==> src/rtl/sic_sequencer.sv <==
// Sequences single-bit input changes into a fundamental-mode SIC detector,
// settling DWELL cycles after each change, then reports the sampled detector output.
module sic_sequencer #(
  parameter int DWELL    = 4,
  parameter bit X1_FIRST = 1'b1
) (
  input  logic       clk,
  input  logic       rst,
  input  logic       cmd_valid,
  output logic       cmd_ready,
  input  logic [1:0] cmd_x,
  input  logic       cmd_restart,
  output logic       x1,
  output logic       x2,
  output logic       sic_rst_n,
  input  logic       z_in,
  output logic       rsp_valid,
  input  logic       rsp_ready,
  output logic       rsp_z,
  output logic [1:0] rsp_steps,
  output logic       busy
);

  typedef enum logic [2:0] {RHOLD, IDLE, STEP, SETTLE, RESP} state_t;

  localparam logic [7:0] DWELL_M1 = 8'(DWELL - 1);

  state_t     state;
  logic [7:0] cnt;
  logic [1:0] target;
  logic [1:0] steps;
  logic       pending;
  logic [1:0] diff;
  logic [1:0] step_mask;

  // When both bits differ only one may move per step; X1_FIRST picks which.
  always_comb begin
    diff      = {x1, x2} ^ target;
    step_mask = diff;
    if (diff == 2'b11)
      step_mask = X1_FIRST ? 2'b10 : 2'b01;
  end

  always_ff @(posedge clk or posedge rst) begin
    if (rst) begin
      state     <= RHOLD;
      cnt       <= '0;
      target    <= '0;
      steps     <= '0;
      pending   <= 1'b0;
      x1        <= 1'b0;
      x2        <= 1'b0;
      sic_rst_n <= 1'b0;
      cmd_ready <= 1'b0;
      rsp_valid <= 1'b0;
      rsp_z     <= 1'b0;
      rsp_steps <= '0;
      busy      <= 1'b1;
    end else begin
      case (state)
        // Counts up from zero; x is 00 here, so target != 00 means a step is needed.
        RHOLD: begin
          if (cnt == DWELL_M1) begin
            sic_rst_n <= 1'b1;
            pending   <= 1'b0;
            cnt       <= DWELL_M1;
            if (!pending) begin
              state     <= IDLE;
              busy      <= 1'b0;
              cmd_ready <= 1'b1;
            end else if (target != 2'b00) begin
              state <= STEP;
            end else begin
              state <= SETTLE;
            end
          end else begin
            cnt <= cnt + 8'd1;
          end
        end

        IDLE: begin
          if (cmd_valid && cmd_ready) begin
            cmd_ready <= 1'b0;
            busy      <= 1'b1;
            target    <= cmd_x;
            steps     <= '0;
            pending   <= cmd_restart;
            if (cmd_restart) begin
              x1        <= 1'b0;
              x2        <= 1'b0;
              sic_rst_n <= 1'b0;
              cnt       <= '0;
              state     <= RHOLD;
            end else if (cmd_x != {x1, x2}) begin
              state <= STEP;
            end else begin
              cnt   <= DWELL_M1;
              state <= SETTLE;
            end
          end
        end

        STEP: begin
          {x1, x2} <= {x1, x2} ^ step_mask;
          steps    <= steps + 2'd1;
          cnt      <= DWELL_M1;
          state    <= SETTLE;
        end

        SETTLE: begin
          if (cnt == 8'd0) begin
            if (diff != 2'b00) begin
              state <= STEP;
            end else begin
              rsp_z     <= z_in;
              rsp_steps <= steps;
              rsp_valid <= 1'b1;
              state     <= RESP;
            end
          end else begin
            cnt <= cnt - 8'd1;
          end
        end

        RESP: begin
          if (rsp_ready) begin
            rsp_valid <= 1'b0;
            cmd_ready <= 1'b1;
            busy      <= 1'b0;
            state     <= IDLE;
          end
        end

        default: state <= RHOLD;
      endcase
    end
  end

endmodule

==> config.mk <==
export PLATFORM = sky130hd
export DESIGN_NAME = sic_sequencer
export DESIGN_NICKNAME = d
export VERILOG_FILES = /design/src/rtl/sic_sequencer.sv
export SDC_FILE = /design/constraint.sdc
export NUM_CORES = 1
export LEC_CHECK = 0
export CELL_PAD_IN_SITES_DETAIL_PLACEMENT = 1
export CELL_PAD_IN_SITES_GLOBAL_PLACEMENT = 2
export CORE_MARGIN = 2
export CORE_UTILIZATION = 40
export CTS_BUF_LIST = sky130_fd_sc_hd__clkbuf_8
export CTS_CLUSTER_DIAMETER = 200
export CTS_CLUSTER_SIZE = 14
export DETAILED_ROUTE_END_ITERATION = 16
export PLACE_DENSITY_LB_ADDON = 0.1
export SYNTH_ARGS = -nofsm -noshare
export SYNTH_HDL_FRONTEND = slang
export SYNTH_SLANG_ARGS = --single-unit
==> constraint.sdc <==
create_clock -name clk -period 2.9 [get_ports clk]
set_input_delay 0.725 -clock clk [delete_from_list [all_inputs] [get_ports clk]]
set_output_delay 0.725 -clock clk [all_outputs]
set_load 0.1 [all_outputs]
Word-level counts from Yosys, hierarchy flattened
Index checks and enable logic that the tools add are counted.

cells by class
  add/subtract/negate cells = 3
  bitwise logic cells = 3
  multiplexer cells = 41
  equality and inequality tests = 16
  reductions and logical operators = 20

operators by type and width
  kind                   count
  $mux W8                5
  $pmux W8 S4            1
  $mux W1                17
  $ne A2 B2 Y1 const B   8
  $reduce_and A4 Y1      4
  $mux W3                5
  $pmux W3 S5            1
  $pmux W1 S2            5
  $reduce_bool A2 Y1     5
  $reduce_and A3 Y1      3
  $add A8 B1 Y8 const B  1
  $eq A8 B2 Y1 const B   1
  $logic_not A8 Y1       1
  $mux W2                4
  $sub A8 B1 Y8 const B  1
  $eq A3 B2 Y1 const B   2
  $pmux W1 S3            2
  $reduce_and A5 Y1      1
  $pmux W2 S2            1
  $reduce_and A2 Y1      2
  $reduce_bool A4 Y1     1
  $xor A2 B2 Y2          2
  $eq A3 B1 Y1 const B   1
  $eq A3 B3 Y1 const B   1
  8 further kinds        8

word-level totals
  word-level logic and storage cells = 96
  output and inout port bits = 9
  bits in registers = 25
  input port bits = 8

Logic depth before layout (Yosys ltp)
Gate-level depths: netlist (run 1).

  depth in word-level cells = 5
  depth in mapped cells = 6
  gate-level depth less buffers = 6

Worst setup path before layout (run 1)
No wires, ideal clock.

  path kind = flip-flop to flip-flop
  from = register cmd_ready
  to = register x2
  path buffers = 0
  path slack = 0.860 ns
  library setup time = 0.123 ns
  period minus slack after synthesis = 2.040 ns
  arrival = 1.917 ns
  stages on the path, launching flop included = 6
  data required time = 2.777 ns
  cells stage by stage = dfrtp_1 nand2_1 and2_2 nor4_2 mux2i_1 nor2_1

between the ends
  cells in the longest elaborated chain, start to end = 3

ends and longest elaborated chain
  element                      RTL line  text
  start, declared              10        output logic cmd_ready,
  start signal, assigned       54        cmd_ready <= 1'b0;
  start signal, assigned       70        cmd_ready <= 1'b1;
  start signal, assigned       83        cmd_ready <= 1'b0;
  $logic_and A1 B1 Y1          82        if (cmd_valid && cmd_ready) begin
  $ne A2 B2 Y1 (no line)       n/a
  $reduce_and A3 Y1 (no line)  n/a
  end signal, assigned         104       {x1, x2} <= {x1, x2} ^ step_mask;
  end, declared                14        output logic x2,

Every way passes these cells.
A chain may end at the register's enable or synchronous reset.

Worst setup path after layout (run 1)
  from = register state[0]
  to = register rsp_steps[0]

between the ends
  cells in the longest elaborated chain, start to end = 2

ends and longest elaborated chain
  element                      RTL line  text
  start, declared              28        state_t state;
  start signal, assigned       46        state <= RHOLD;
  start signal, assigned       68        state <= IDLE;
  start signal, assigned       72        state <= STEP;
  $eq A3 B2 Y1                 60        case (state)
  $reduce_and A3 Y1 (no line)  n/a
  end signal, assigned         116       rsp_steps <= steps;
  end, declared                20        output logic [1:0] rsp_steps,

Every way passes these cells.

==> flow_metrics.env, run 1 <==
export IMPL_status="finished clean"
export IMPL_slowest_delay_ns=0.68
export IMPL_postSynth_asyncResetShare_pct=100
export IMPL_grt_pass1_vias=1456
export IMPL_rows=23
export IMPL_ys_types=58
export IMPL_routedWlPerCell_um=17.4
export IMPL_fin_crit_ns=2.08
export IMPL_grt_remaining_overflow=0
export IMPL_holdBufCountCts=0
export IMPL_cts_tree="done"
export IMPL_ctsLongestPathBuffers=2
export IMPL_slew_viol_final=0
export IMPL_ys_top_cells_by_count="dfrtp_1 (24), a21oi_1 (16), nand2_1 (15), o21ai_0 (11), nor2_1 (10)"
export IMPL_max_freq_mhz=481
export IMPL_ys_top_cells_by_area="dfrtp_1 (36%), a21oi_1 (4.8%), nand2_1 (3.4%), o21ai_0 (3.3%), buf_6 (2.7%)"
export IMPL_drcViolationCount=0
export IMPL_cp_end_kind="flop"
export IMPL_finalCritPeriodShare_pct=71.7
export IMPL_dr_pass1_iters=4
export IMPL_fp_dieH_um=68.7
export IMPL_cts_sinks=25
export IMPL_arrival_ns=2.26
export IMPL_maxCapViolCount=0
export IMPL_hold_path_class="reg2reg"
export IMPL_diodes=0
export IMPL_crit_slowest_cell="dfrtp_1"
export IMPL_finClkSkew_ns=0.00548
export IMPL_vias=1382
export IMPL_h_tree_depth=1
export IMPL_clk_pin_slew_ns=0.10
export IMPL_dpl_cell_area_sq_um=1810
export IMPL_grt_max_degree=26
export IMPL_die_area_sq_um=4720
export IMPL_rsz0062_at_grt="no"
export IMPL_cts_resized=0
export IMPL_worst_slew_pin_slew_ns=0.676
export IMPL_yosys_area_top_type_share_pct=35.9
export IMPL_drive_gt1_share_pct=18.8
export IMPL_yosysMostFrequentCell="dfrtp_1"
export IMPL_clockRootBuffer="clkbuf_8"
export IMPL_grt_pass1_wl_mm=7.09
export IMPL_start_util_pct=41.8
export IMPL_required_ns=3.08
export IMPL_numCtsBuffers=3
export IMPL_place_ws_ns=0.528
export IMPL_viasPerCell=5.73
export IMPL_routabilityCongestion=0.827
export IMPL_yosysSeqAreaShare_pct=37.5
export IMPL_syn_inst=179
export IMPL_layout_setup_ws_ns=0.821
export IMPL_syn_area_per_cell_sq_um=9.35
export IMPL_drt_initial_drc_count=33
export IMPL_post_cts_setup_buffers=0
export IMPL_area_delta_synth_final_pct=11.1
export IMPL_synth_edf_count=0
export IMPL_setup_tns_ns=0
export IMPL_path_cells="and3b_1 > nand4_4 > nor2_4 > mux2_2"
export IMPL_die_w_um=68.7
export IMPL_dp_hpwl_mm=3.18
export IMPL_slew_headroom_pct=54.3
export IMPL_yosys_warnings=0
export IMPL_wl_mm=4.19
export IMPL_cp_max_fo=16
export IMPL_ys_ff_latch=25
export IMPL_finalNetCount=203
export IMPL_yosysTopAreaCell="dfrtp_1"
export IMPL_critPathLaunchType="flop"
export IMPL_hold_viol=0
export IMPL_antenna_found_initial=0
export IMPL_ant_nets=0
export IMPL_setup_viol=0
export IMPL_synthesis_nets=190
export IMPL_clock_latency_ns=0.28
export IMPL_portBuffers=16
export IMPL_synth_flop_cell="dfrtp_1"
export IMPL_netlist_area_sq_um=1670
export IMPL_core_sq_um=4000
export IMPL_io_pins=17
export IMPL_fin_area_sq_um=1860
export IMPL_groute_usage_overall_pct=20.4
export IMPL_critPathKind="reg2reg"
[path summary, 6_finish.rpt]
check | start | endpoint | slack [ns] | cells after the start
worst max-delay path | state[0]$_DFFE_PP0P_ | rsp_steps[0]$_DFFE_PP0P_ | 0.82 | 4
worst min-delay path | busy$_DFFE_PP1P_ | busy$_DFFE_PP1P_ | 0.52 | 1
worst max register to register | state[0]$_DFFE_PP0P_ | rsp_steps[0]$_DFFE_PP0P_ | 0.82 | 4
worst min register to register | busy$_DFFE_PP1P_ | busy$_DFFE_PP1P_ | 0.52 | 1
max in group asynchronous | rst | busy$_DFFE_PP1P_ | 1.79 | 3
min in group asynchronous | rst | rsp_steps[0]$_DFFE_PP0P_ | 0.81 | 3
[stage by stage]
step	std cells	util (%)	hold WS, ns
5_1_grt	241	46.5	0.535
2_1_floorplan	179	-	0.495
6_report	241	46.5	0.516
3_5_place_dp	237	45.3	0.505
3_3_place_gp	237	45.3	0.492
4_1_cts	241	46.5	0.521
[worst max-delay path, delay by kind of cell (launching register included)]
kind          cells  cell delay [ns]
mux               1             0.35
simple gates      3             0.95
flops             1             0.68
[layout make-up]
cell class                      count  area (sq um)
Timing Repair Buffer               17           145
Tap cell                           50          62.6
Sequential cell                    25           627
Inverter                           10          37.5
Fill cell                         469          2140
Clock inverter                      1          7.51
Multi-Input combinational cell    135           938
Clock buffer                        3          41.3
[metal layers]
| layer | wire length [um] | global-route usage (%) | up-vias |
|---|---|---|---|
| li1 | - | - | 674 |
| met1 | 1860 | 25.0 | 695 |
| met2 | 2240 | 37.7 | 11 |
| met3 | 63 | 1.95 | 2 |
| met4 | 29 | 5.25 | 0 |
| met5 | 0 | 0 | - |
[registers in the layout, indices dropped and copies added, names as in the netlist]
name	flops
rsp_steps	2
state	3
rsp_z	1
sic_rst_n	1
cmd_ready	1
pending	1
busy	1
steps	2
target	2
cnt	8
x1	1
x2	1
rsp_valid	1
[cells by family (layout without fill, tap and decap cells)]
family	count (synthesis)	count (layout)	synth area share [%]
flops	25	25	37.5
mux	4	4	2.62
fa+ha+maj	3	3	2.24
xor+xnor	6	6	3.14
buf+inv	19	31	6.43
simple gates	66	66	24.7
compound gates	56	56	23.4
[placed cells by master, fill, tap and decap left out, types with 2 or more instances in the layout]
cell             netlist  final
dfrtp_1               24     24
a21oi_1               16     16
nand2_1               15     15
o21ai_0               11     11
nor2_1                10     10
buf_4                  0     10
inv_1                  8      8
nor3_1                 8      8
nand3_1                7      7
clkdlybuf4s50_1        0      7
xor2_1                 4      4
o31ai_1                4      4
nand2b_1               3      3
o22ai_1                3      3
mux2_2                 3      3
ha_1                   3      3
clkbuf_8               0      3
nor2b_1                2      2
inv_2                  2      2
a221oi_1               2      2
xnor2_1                2      2
nor4b_1                2      2
nand4_1                2      2
a21o_1                 2      2
and3_1                 2      2
a31oi_1                2      2
Power of run 1 is left out: the tool's default activity adds up to more than one toggle a clock period on the data nets, which glitch-free logic cannot reach.
==> inputs of run 2 (changes only) <==
--- a/config.mk
+++ b/config.mk
@@ -8,7 +8,7 @@
 export CELL_PAD_IN_SITES_DETAIL_PLACEMENT = 1
 export CELL_PAD_IN_SITES_GLOBAL_PLACEMENT = 2
 export CORE_MARGIN = 2
-export CORE_UTILIZATION = 40
+export CORE_UTILIZATION = 33
 export CTS_BUF_LIST = sky130_fd_sc_hd__clkbuf_8
 export CTS_CLUSTER_DIAMETER = 200
 export CTS_CLUSTER_SIZE = 14
==> constraint.sdc (replaced) <==
create_clock -name clk -period 1.8 [get_ports clk]
set_input_delay 0.45 -clock clk [delete_from_list [all_inputs] [get_ports clk]]
set_output_delay 0.45 -clock clk [all_outputs]
set_load 0.1 [all_outputs]
==> run 2 against run 1 <==
- clock-buffer cell count stayed put
- setup slack worse by 0.73 ns
- cell area is 20% higher
- global-route usage is 1.5 points lower
- utilization is 0.35 points lower
- critical path type is now in2reg
- largest cell class unchanged
==> flow_metrics.env, run 2 (synthesized netlist as in run 1, its figures left out) <==
export IMPL_status="finished clean"
export IMPL_layout_cells_non_filler=281
export IMPL_final_cell_mix="buf_4 (23), dfrtp_1 (19), nand2_1 (15)"
export IMPL_antenna_found_initial=0
export IMPL_place_ws_ns=-0.283
export IMPL_grt_remaining_overflow=0
export IMPL_drt_initial_drc_count=87
export IMPL_finalCritPeriodShare_pct=95.2
export IMPL_cp_end_kind="flop"
export IMPL_routedWlPerCell_um=16.9
export IMPL_hold_viol=0
export IMPL_slew_viol_final=0
export IMPL_top_regs="cnt x8, state x3"
export IMPL_largest_register="cnt"
export IMPL_p_int_uw=2390
export IMPL_layout_setup_ws_ns=0.0869
export IMPL_worst_slew_pin_slew_ns=0.472
export IMPL_clk_pin_slew_ns=0.10
export IMPL_comb_power_share_pct=68.8
export IMPL_powerDensity_nw_per_um2=2190
export IMPL_switchingPower_uw=2470
export IMPL_finish_utilization_pct=46.1
export IMPL_die_w_um=75.2
export IMPL_wl_mm=4.75
export IMPL_swShare_pct=50.8
export IMPL_seq_power_share_pct=23.7
export IMPL_rows=25
export IMPL_ant_nets=0
export IMPL_drcViolationCount=0
export IMPL_clock_latency_ns=0.28
export IMPL_arrival_ns=1.88
export IMPL_finalNetCount=226
export IMPL_max_freq_mhz=584
export IMPL_dp_cells=276
export IMPL_grt_max_degree=23
export IMPL_setup_viol=0
export IMPL_core_sq_um=4820
export IMPL_routabilityCongestion=0.840
export IMPL_hold_path_class="in2async"
export IMPL_grt_pass1_vias=1575
export IMPL_grt_pass1_wl_mm=7.97
export IMPL_final_common_cell="buf_4"
export IMPL_ir_worst_vdd_v=0.000956
export IMPL_largest_register_ffs=8
export IMPL_drive_gt1_share_pct=32.7
export IMPL_required_ns=1.96
export IMPL_rsz0062_at_grt="yes"
export IMPL_io_pins=17
export IMPL_ctsLongestPathBuffers=2
export IMPL_finClkSkew_ns=0.00285
export IMPL_dp_hpwl_mm=3.73
export IMPL_cts_tree="done"
export IMPL_dr_pass1_iters=4
export IMPL_clockRootBuffer="clkbuf_8"
export IMPL_die_area_sq_um=5660
export IMPL_h_tree_depth=1
export IMPL_clockPowerShare_pct=7.5
export IMPL_numCtsBuffers=3
export IMPL_diodes=0
export IMPL_start_util_pct=34.7
export IMPL_power_uw=4860
export IMPL_fin_crit_ns=1.71
export IMPL_area_delta_synth_final_pct=32.8
export IMPL_critPathLaunchType="input pin"
export IMPL_maxCapViolCount=0
export IMPL_leakage_uw=0.000925
export IMPL_critPathKind="in2reg"
export IMPL_fp_dieH_um=75.2
export IMPL_cp_max_fo=10
export IMPL_holdWs_ns=0.351
export IMPL_portBuffers=16
export IMPL_slew_headroom_pct=68.1
export IMPL_viasPerCell=5.21
export IMPL_vias=1463
export IMPL_groute_usage_overall_pct=18.8
export IMPL_cts_sinks=25
==> run 2: changes by cell type in the layout (fill, tap and decap cells not counted), moves of 2 or more <==
cell / before / now
a21oi_2: 1 / 3
dfrtp_2: 0 / 5
a21oi_1: 16 / 14
dfrtp_1: 24 / 19
buf_4: 10 / 23
buf_12: 0 / 10
==> run 2: worst paths after layout <==
path | startpoint | to | slack (ns) | depth (start not counted)
max in group asynchronous | rst | busy$_DFFE_PP1P_ | 0.88 | 3
min reg2reg | busy$_DFFE_PP1P_ | busy$_DFFE_PP1P_ | 0.54 | 1
min in group clk | busy$_DFFE_PP1P_ | busy$_DFFE_PP1P_ | 0.54 | 1
max | cmd_x[1] | cnt[3]$_DFFE_PP0P_ | 0.09 | 6
min | rst | rsp_steps[0]$_DFFE_PP0P_ | 0.35 | 2
max reg2reg | cnt[1]$_DFFE_PP0P_ | rsp_steps[0]$_DFFE_PP0P_ | 0.10 | 6
==> run 2: what timing repair did <==
item	CTS	global route
hold buffers	0	0
resized for setup	2	7
pin swaps	0	2
setup buffers	0	1
cloned	0	0
setup endpoints to repair	4	11
==> run 2: area by class of cell <==
| type | instances | area, sq um |
|---|---|---|
| timing repair buffer | 40 | 443 |
| tap | 67 | 83.8 |
| clock buffer | 3 | 41.3 |
| multi-input combinational | 135 | 976 |
| sequential | 25 | 633 |
| inverter | 10 | 37.5 |
| fill | 572 | 2590 |
| clock inverter | 1 | 7.51 |
==> run 2: power by group through the flow <==
stage	logic, uW	registers (uW)	clock network [uW]
final	3340	1150	364
after global routing	3630	1190	405
after CTS	3250	1140	377
after detailed placement	3240	1150	0
after global placement	3160	1130	0
after floorplan	1720	1590	0
==> run 2: metal layers <==
metal	up-vias	GRT usage, %	share of wire, %
met5	-	0	0
met4	0	4.68	1.2
met3	4	2.54	2.1
met2	13	31.3	47
met1	726	26.0	50
li1	720	-	-
==> run 2: critical path, cell delays in order <==
cell and delay (ns):
clkdlybuf4s50_1 0.48, xor2_2 0.22, nor2_2 0.18, o211ai_4 0.16
a221oi_1 0.27, a21oi_1 0.11
==> run 2: per-stage QoR <==
stage | instance area, sq um | TNS (ns)
2_1_floorplan | 1680 | 0
3_3_place_gp | 2110 | -1.86
3_5_place_dp | 2110 | -2.73
4_1_cts | 2170 | 0
5_1_grt | 2220 | -0.0266
6_report | 2220 | 0
Power figures use the tool's default switching activity.
==> inputs of run 3 (changes only) <==
--- a/config.mk
+++ b/config.mk
@@ -8,12 +8,13 @@
 export CELL_PAD_IN_SITES_DETAIL_PLACEMENT = 1
 export CELL_PAD_IN_SITES_GLOBAL_PLACEMENT = 2
 export CORE_MARGIN = 2
-export CORE_UTILIZATION = 33
+export CORE_UTILIZATION = 40
 export CTS_BUF_LIST = sky130_fd_sc_hd__clkbuf_8
 export CTS_CLUSTER_DIAMETER = 200
 export CTS_CLUSTER_SIZE = 14
 export DETAILED_ROUTE_END_ITERATION = 16
 export PLACE_DENSITY_LB_ADDON = 0.1
+export RECOVER_POWER = 100
 export SYNTH_ARGS = -nofsm -noshare
 export SYNTH_HDL_FRONTEND = slang
 export SYNTH_SLANG_ARGS = --single-unit
==> constraint.sdc (replaced) <==
create_clock -name clk -period 2.19 [get_ports clk]
set_input_delay 0.5475 -clock clk [delete_from_list [all_inputs] [get_ports clk]]
set_output_delay 0.5475 -clock clk [all_outputs]
set_load 0.1 [all_outputs]
==> run 3 against run 2 <==
- non-clock buffer count fell by 17
- register-to-register slack improved by 0.09 ns
- hold slack improved by 0.16 ns
- flip-flop and latch count did not move
- first-iteration DRC count fell by 32%
- die area fell by 17%
- cell count fell by 12%
- clock-buffer cell count did not move
- largest cell class unchanged
==> flow_metrics.env, run 3 (synthesized netlist as in run 1, its figures left out) <==
export IMPL_rows=23
export IMPL_regArea_sq_um=627
export IMPL_setup_tns_ns=0
export IMPL_path_cells="and3b_1 > nand4_1 > o211ai_2 > a21oi_1 > a22o_1"
export IMPL_worst_slew_pin_slew_ns=0.638
export IMPL_numCtsBuffers=3
export IMPL_required_ns=2.36
export IMPL_layout_cells_non_filler=247
export IMPL_fp_dieH_um=68.7
export IMPL_fillCellCount=482
export IMPL_holdBufCountCts=0
export IMPL_area_delta_synth_final_pct=9.87
export IMPL_slew_viol_final=0
export IMPL_routabilityCongestion=0.802
export IMPL_slew_headroom_pct=57.5
export IMPL_cts_tree="done"
export IMPL_clockRootBuffer="clkbuf_8"
export IMPL_place_ws_ns=0.0529
export IMPL_status="finished clean"
export IMPL_clk_pin_slew_ns=0.09
export IMPL_drive_gt1_share_pct=19.3
export IMPL_fin_area_sq_um=1840
export IMPL_critPathLaunchType="flop"
export IMPL_drt_initial_drc_count=59
export IMPL_hold_path_class="reg2reg"
export IMPL_cts_resized=0
export IMPL_maxCapViolCount=0
export IMPL_routedWlPerCell_um=17.5
export IMPL_dp_hpwl_mm=3.39
export IMPL_multiInputGateArea_sq_um=901
export IMPL_dp_cells=243
export IMPL_diodes=0
export IMPL_grt_max_degree=26
export IMPL_cp_end_kind="flop"
export IMPL_dpl_cell_area_sq_um=1870
export IMPL_critPathKind="reg2reg"
export IMPL_ctsLongestPathBuffers=2
export IMPL_viasPerCell=5.72
export IMPL_finalCritPeriodShare_pct=91.5
export IMPL_die_w_um=68.7
export IMPL_dr_pass1_iters=4
export IMPL_finalNetCount=209
export IMPL_vias=1414
export IMPL_grt_pass1_vias=1502
export IMPL_final_common_cell="dfrtp_1"
export IMPL_crit_slowest_cell="dfrtp_1"
export IMPL_largest_register_ffs=8
export IMPL_arrival_ns=2.17
export IMPL_portBuffers=16
export IMPL_max_freq_mhz=499
export IMPL_io_pins=17
export IMPL_rsz0062_at_grt="no"
export IMPL_antenna_found_initial=0
export IMPL_grt_remaining_overflow=0
export IMPL_groute_usage_overall_pct=20.8
export IMPL_core_sq_um=4000
export IMPL_clock_latency_ns=0.27
export IMPL_hold_viol=0
export IMPL_cts_sinks=25
export IMPL_slowest_delay_ns=0.52
export IMPL_drcViolationCount=0
export IMPL_wl_mm=4.33
export IMPL_die_area_sq_um=4720
export IMPL_post_cts_setup_buffers=0
export IMPL_final_cell_mix="dfrtp_1 (24), a21oi_1 (16), nand2_1 (15)"
export IMPL_setup_viol=0
export IMPL_ant_nets=0
export IMPL_finClkSkew_ns=0.00293
export IMPL_h_tree_depth=1
export IMPL_top_regs="cnt x8, state x3"
export IMPL_grt_pass1_wl_mm=7.25
export IMPL_fin_crit_ns=2.00
export IMPL_largest_register="cnt"
export IMPL_start_util_pct=41.8
export IMPL_cp_max_fo=10
export IMPL_layout_setup_ws_ns=0.185
[run 3: layout make-up]
cell class | count | area share [%]
inverter | 10 | 2.04
clock buffer | 3 | 2.25
timing repair buffer | 23 | 8.78
sequential | 25 | 34.1
multi-input combinational | 135 | 49.0
clock inverter | 1 | 0.408
tap | 50 | 3.40
[run 3: per-stage QoR]
step | hold slack, ns | util [%]
6_report | 0.515 | 45.9
2_1_floorplan | 0.495 | -
3_5_place_dp | 0.501 | 46.7
3_3_place_gp | 0.491 | 46.7
5_1_grt | 0.532 | 45.9
4_1_cts | 0.524 | 47.9
[run 3: final timing paths]
check	slack (ns)	start	cells past startpoint	to
hold reg to reg	0.51	rsp_steps[0]$_DFFE_PP0P_	1	rsp_steps[0]$_DFFE_PP0P_
max in group asynchronous	0.86	rst	3	cnt[4]$_DFFE_PP0P_
hold / removal	0.51	rsp_steps[0]$_DFFE_PP0P_	1	rsp_steps[0]$_DFFE_PP0P_
setup reg to reg	0.19	state[0]$_DFFE_PP0P_	5	cnt[0]$_DFFE_PP0P_
min in group asynchronous	0.92	rst	3	rsp_steps[0]$_DFFE_PP0P_
setup / recovery	0.19	state[0]$_DFFE_PP0P_	5	cnt[0]$_DFFE_PP0P_
[run 3: per-layer routing]
layer	GRT usage, %	vias to the layer above	wire, um
met5	0	-	0
met4	3.75	0	21
met3	2.44	2	91
met2	38.1	17	2330
met1	26.3	711	1890
li1	-	684	-
[run 3: critical path: cells and delay by family (launching register included)]
family / cells / cell delay, ns
flip-flops: 1 / 0.52
AND/OR/NAND/NOR: 2 / 0.76
AO/OA/AOI/OAI: 3 / 0.60
Power of run 3 is left out for the same reason.
